## config.mk

```make
export PLATFORM = sky130hd
export DESIGN_NAME = fetch_ctrl
export DESIGN_NICKNAME = d
export VERILOG_FILES = /design/src/rtl/fetch_ctrl.sv
export SDC_FILE = /design/constraint.sdc
export NUM_CORES = 1
export LEC_CHECK = 0
export BUFFER_PORTS_ARGS = -buffer_cell sky130_fd_sc_hd__clkbuf_2
export CORE_MARGIN = 1
export CORE_UTILIZATION = 26
export CTS_CLUSTER_DIAMETER = 150
export CTS_CLUSTER_SIZE = 20
export DETAILED_ROUTE_END_ITERATION = 10
export PLACE_DENSITY = 0.54
export SYNTH_ARGS = -nofsm -noshare
export SYNTH_HDL_FRONTEND = slang
export SYNTH_SLANG_ARGS = --single-unit
```

## constraint.sdc

```tcl
create_clock -name clk -period 2.2 [get_ports clk]
set_input_delay 0.22 -clock clk [delete_from_list [all_inputs] [get_ports clk]]
set_output_delay 0.22 -clock clk [all_outputs]
set_load 0.05 [all_outputs]
```

## src/rtl/fetch_ctrl.sv

```systemverilog
// fetch_ctrl: instruction-fetch sequencer with one request outstanding at a time.
// It owns current_pc, issues requests to instruction memory, hands the fetched
// words to decode over valid/ready, and applies branch/trap redirects.
//
// Ports:
//   clk, cpu_rstn                  core clock, asynchronous active-low reset
//   redirect_valid, redirect_pc    redirect strobe and target (highest priority)
//   imem_req, imem_addr            fetch request; the address is always current_pc
//   imem_gnt                       request accepted
//   imem_rvalid, imem_rdata        response strobe and instruction word
//   instr_valid, instr, instr_pc   instruction slot presented to decode
//   id_ready                       decode accepts the slot
//   current_pc                     next PC to fetch
//   fetch_addr_misaligned          |current_pc[1:0], combinational
module fetch_ctrl #(
  parameter int unsigned     XLEN     = 32,
  parameter logic [XLEN-1:0] RESET_PC = '0
) (
  input  logic            clk,
  input  logic            cpu_rstn,
  input  logic            redirect_valid,
  input  logic [XLEN-1:0] redirect_pc,
  output logic            imem_req,
  output logic [XLEN-1:0] imem_addr,
  input  logic            imem_gnt,
  input  logic            imem_rvalid,
  input  logic [31:0]     imem_rdata,
  output logic            instr_valid,
  output logic [31:0]     instr,
  output logic [XLEN-1:0] instr_pc,
  input  logic            id_ready,
  output logic [XLEN-1:0] current_pc,
  output logic            fetch_addr_misaligned
);

  localparam int unsigned IW = 32;

  typedef enum logic [1:0] {
    BOOT  = 2'd0,
    REQ   = 2'd1,
    WAIT  = 2'd2,
    FAULT = 2'd3
  } state_t;

  state_t          state, state_nx;
  logic [XLEN-1:0] pc_nx;
  logic [XLEN-1:0] issued_pc, issued_pc_nx;
  logic [XLEN-1:0] instr_pc_nx;
  logic [IW-1:0]   instr_nx;
  logic            instr_valid_nx;
  logic            kill, kill_nx;
  logic            slot_free;

  assign fetch_addr_misaligned = |current_pc[1:0];
  assign imem_addr             = current_pc;
  // The slot can take a new word if it is empty or is being drained this cycle.
  assign slot_free             = !instr_valid || id_ready;

  // Next-state and output logic.
  always_comb begin
    state_nx       = state;
    pc_nx          = current_pc;
    issued_pc_nx   = issued_pc;
    instr_nx       = instr;
    instr_pc_nx    = instr_pc;
    kill_nx        = kill;
    instr_valid_nx = instr_valid && !id_ready;
    imem_req       = 1'b0;

    case (state)
      BOOT: state_nx = REQ;
      REQ: begin
        imem_req = !fetch_addr_misaligned && !redirect_valid && slot_free;
        if (imem_req && imem_gnt) begin
          pc_nx        = current_pc + XLEN'(4);
          issued_pc_nx = current_pc;
          state_nx     = WAIT;
        end else if (fetch_addr_misaligned) begin
          state_nx = FAULT;
        end
      end
      WAIT: begin
        if (imem_rvalid) begin
          if (!kill) begin
            instr_nx       = imem_rdata;
            instr_pc_nx    = issued_pc;
            instr_valid_nx = 1'b1;
          end
          kill_nx  = 1'b0;
          state_nx = REQ;
        end
      end
      FAULT: state_nx = FAULT;
      default: state_nx = BOOT;
    endcase

    // Redirect overrides everything above; an in-flight response becomes stale.
    if (redirect_valid) begin
      pc_nx          = redirect_pc;
      instr_valid_nx = 1'b0;
      instr_nx       = instr;
      instr_pc_nx    = instr_pc;
      case (state)
        WAIT: begin
          if (imem_rvalid) begin
            kill_nx  = 1'b0;
            state_nx = REQ;
          end else begin
            kill_nx  = 1'b1;
            state_nx = WAIT;
          end
        end
        REQ: begin
          if (imem_gnt) begin
            kill_nx  = 1'b1;
            state_nx = WAIT;
          end else begin
            state_nx = REQ;
          end
        end
        default: state_nx = REQ;
      endcase
    end
  end

  // State register.
  always_ff @(posedge clk or negedge cpu_rstn) begin
    if (!cpu_rstn) state <= BOOT;
    else           state <= state_nx;
  end

  // Datapath registers.
  always_ff @(posedge clk or negedge cpu_rstn) begin
    if (!cpu_rstn) begin
      current_pc  <= RESET_PC;
      issued_pc   <= '0;
      instr       <= '0;
      instr_pc    <= '0;
      instr_valid <= 1'b0;
      kill        <= 1'b0;
    end else begin
      current_pc  <= pc_nx;
      issued_pc   <= issued_pc_nx;
      instr       <= instr_nx;
      instr_pc    <= instr_pc_nx;
      instr_valid <= instr_valid_nx;
      kill        <= kill_nx;
    end
  end

endmodule

```

==> reports/results.tsv <==
stage	metric	value	unit
status	status	completed	
flow_run	Max-cap violations	0	
setup_path	CP Launch Type	register	
timing	Fmax	484	MHz
timing	Slew HR	58.9	%
setup_path	Worst Path Max Fanout	4	
synth	yosys warns	0	
synth	synthesized flop and latch total	132	
timing	Final Hold Fails	0	
timing	min cycle time layout	2070	ps
worst_hold_path	min-delay src	imem_rdata[24]	
clocking	CTS clk-pin slew, worst paths	60	ps
worst_hold_path	Hold EP	instr[24]$_DFFE_PN0P_	
clocking	CTS Buffer Depth	2	
timing	Setup Viol. Count Final	0	
synth	register area share after synthesis	55.0	%
synth	Mapped Area	6000	sq um
layout	commonest non-fill, non-tap cells in the layout	clkbuf_2, dfrtp_1, nand2_1, mux2_2, o21ai_0	
timing	skew final	16.1	ps
worst_hold_path	hold depth	2	
clocking	Setup Buffers After CTS	0	
route	first drt pass iteration count	6	
timing	RSZ-0062 raised after global routing	false	
placed_design	RePlAce Congestion	0.768	
grt	global-route wire length before repair	26300	um
synth	number of enable flip-flop cells after synthesis	0	
clocking	clock tree from TritonCTS	done	
floorplan	Die Ht	154	um
pwr	sequential share of power	35.8	%
grt	grt total ovfl	0	
clocking	Worst-Skew Late Latency	420	ps
pwr	switching share of power	42.3	%
route	Vias per Instance	4.56	
timing	hold_ws	21.5	ps
placed_design	# port buffers	200	
placed_design	post-DP HPWL	11800	um
grt	gr usage total	14.6	%
worst_hold_path	Hold Path Class	in -> reg	
synth	Syn Inst Count	549	
pwr	NetSw	4.30	mW
setup_path	Worst EP arrival	1850	ps
grt	largest net degree at the start of global routing	62	
synth	Synth area leaders	dfrtp_1, mux2_2, nand2_1	
layout	Syn-to-layout area delta	32.6	%
pwr	leakage	4.03	nW
floorplan	Initial Util	26.5	%
route	WL per Instance	15.9	um
synth	share of the synthesized area in the top cell type	55.0	%
layout	commonest non-fill, non-tap cell in the layout	clkbuf_2	
layout	n_diodes	0	
route	DR vias	4756	
grt	vias in the first global route	4570	
synth	asr flop ratio synth	100	%
synth	Synth Flop Type	dfrtp_1	
setup_path	reg-to-reg startpoint	state[1]$_DFFE_PN0P_	
synth	area leader, netlist	dfrtp_1	
floorplan	boundary pin count	201	
pwr	Int Pwr	5.86	mW
floorplan	total core area	22600	sq um
route	DRT iter0 DRCs	296	
floorplan	row count	55	
pwr	Power Dens Cells	1280	nW/um^2
pwr	Peak VDD IR	0.437	mV
route	final WL	16600	um
synth	Avg Inst Size Synth	10.9	sq um
synth	syn_nets	623	
setup_path	CP Class	reg -> out	
timing	Setup TNS Final	0	ps
grt	initial antenna violation count	0	
timing	final period utilization	93.9	%
timing	Max Slew Vio Count	0	
layout	nets	820	
clocking	clk sinks	132	
setup_path	R2R setup slack	160	ps
floorplan	die area	23700	sq um
floorplan	Die W	154	um
pwr	Combinational Power Share	36.9	%
setup_path	cells on worst reg2reg path	7	
setup_path	FF-to-FF End	current_pc[30]$_DFFE_PN0P_	
setup_path	CP Capture Type	output port	
clocking	clock root buffer	clkbuf_16	
pwr	Clk pwr share	27.3	%
route	Routed Antenna Nets	0	
synth	Netlist cell types	46	
layout	ratio of cells with drive above 1 in the final layout	44.5	%
setup_path	CP required	1980	ps
clocking	H-tree Lvls	4	
route	DRC	0	
timing	worst slew pin tran	617	ps
clocking	clock buffer count from CTS	17	
-- synth_stat cells, types with 7 or more instances --
library cell	n
dfrtp_1	132
nand2_1	121
mux2_2	66
buf_4	32
nand3_1	25
o21ai_0	25
clkbuf_1	14
nand4_1	13
xor2_1	11
buf_2	9
nor2_1	9
inv_1	8
o211ai_1	8
a21oi_1	7
-- critical path, stage by stage (launching register included) --
cell	delay (ps)
dfrtp_1	400
inv_1	90
ha_1	160
nor4b_4	300
and2_1	210
clkbuf_2	280
-- what timing repair did --
| item | in CTS | in global routing |
|---|---|---|
| resized for setup | 0 | 0 |
| hold buffers | 6 | 0 |
| endpoints found under the hold margin | 64 | 0 |
-- logic make-up (layout without fill, tap and decap cells) --
logic type | count (synthesis) | after routing | synth area share, %
AND/OR/NAND/NOR | 209 | 209 | 17.2
flip-flops | 132 | 132 | 55.0
multiplexers | 66 | 66 | 12.4
buffers and inverters | 65 | 275 | 6.26
AO/OA/AOI/OAI | 61 | 61 | 6.51
XOR/XNOR | 12 | 12 | 1.75
adder cells (fa/ha/maj) | 4 | 4 | 0.834
-- layer usage --
layer / GRT usage, % / vias to the layer above / routed length (um)
met5: 0 / - / 0
li1: - / 2276 / -
met1: 19.7 / 2341 / 7860
met4: 4.57 / 0 / 160
met3: 3.35 / 10 / 658
met2: 23.0 / 129 / 7900
-- final cells by class --
cell class | count | area, sq um
clock buffers | 22 | 474
clock inverters | 10 | 100
fillers | 2312 | 14700
inverters | 8 | 30.0
multi-input cells | 352 | 2330
flip-flops and latches | 132 | 3300
well taps | 285 | 357
repair buffers | 235 | 1360
-- through the flow --
step	total power [mW]	setup WS, ps	cell area (sq um)	std cells	util [%]
finish	10.2	133	7960	1044	35.1
global route	10.7	50.3	7960	1044	35.1
CTS	10.3	101	7960	1044	35.1
detailed placement	7.47	163	7320	1006	32.3
global placement	7.41	126	7320	1006	32.3
floorplan	6.51	28.4	6000	549	-
-- registers in the layout, summed over array words and instances, names as in the netlist --
signal	count
current_pc	32
instr	32
instr_pc	32
issued_pc	32
state	2
instr_valid	1
kill	1
-- power by group through the flow --
stage | sequential (mW) | clock [mW] | combinational (mW)
floorplan | 5.24 | 0 | 1.26
global placement | 3.66 | 0 | 3.75
detailed placement | 3.69 | 0 | 3.78
CTS | 3.65 | 2.86 | 3.79
global route | 3.75 | 2.98 | 4.00
finish | 3.64 | 2.77 | 3.75
-- how the worst max path moves through the flow --
stage | from | endpoint | slack, ps | cells after the start
after floorplan | current_pc[9]$_DFFE_PN0P_ | current_pc[30]$_DFFE_PN0P_ | 30 | 5
after global placement | current_pc[12]$_DFFE_PN0P_ | current_pc[29]$_DFFE_PN0P_ | 130 | 5
after detailed placement | current_pc[12]$_DFFE_PN0P_ | current_pc[29]$_DFFE_PN0P_ | 160 | 5
after CTS | state[1]$_DFFE_PN0P_ | imem_req | 100 | 5
after global routing | state[1]$_DFFE_PN0P_ | imem_req | 50 | 5
final | state[1]$_DFFE_PN0P_ | imem_req | 130 | 5
No activity file was read; power rests on OpenSTA's default activity.
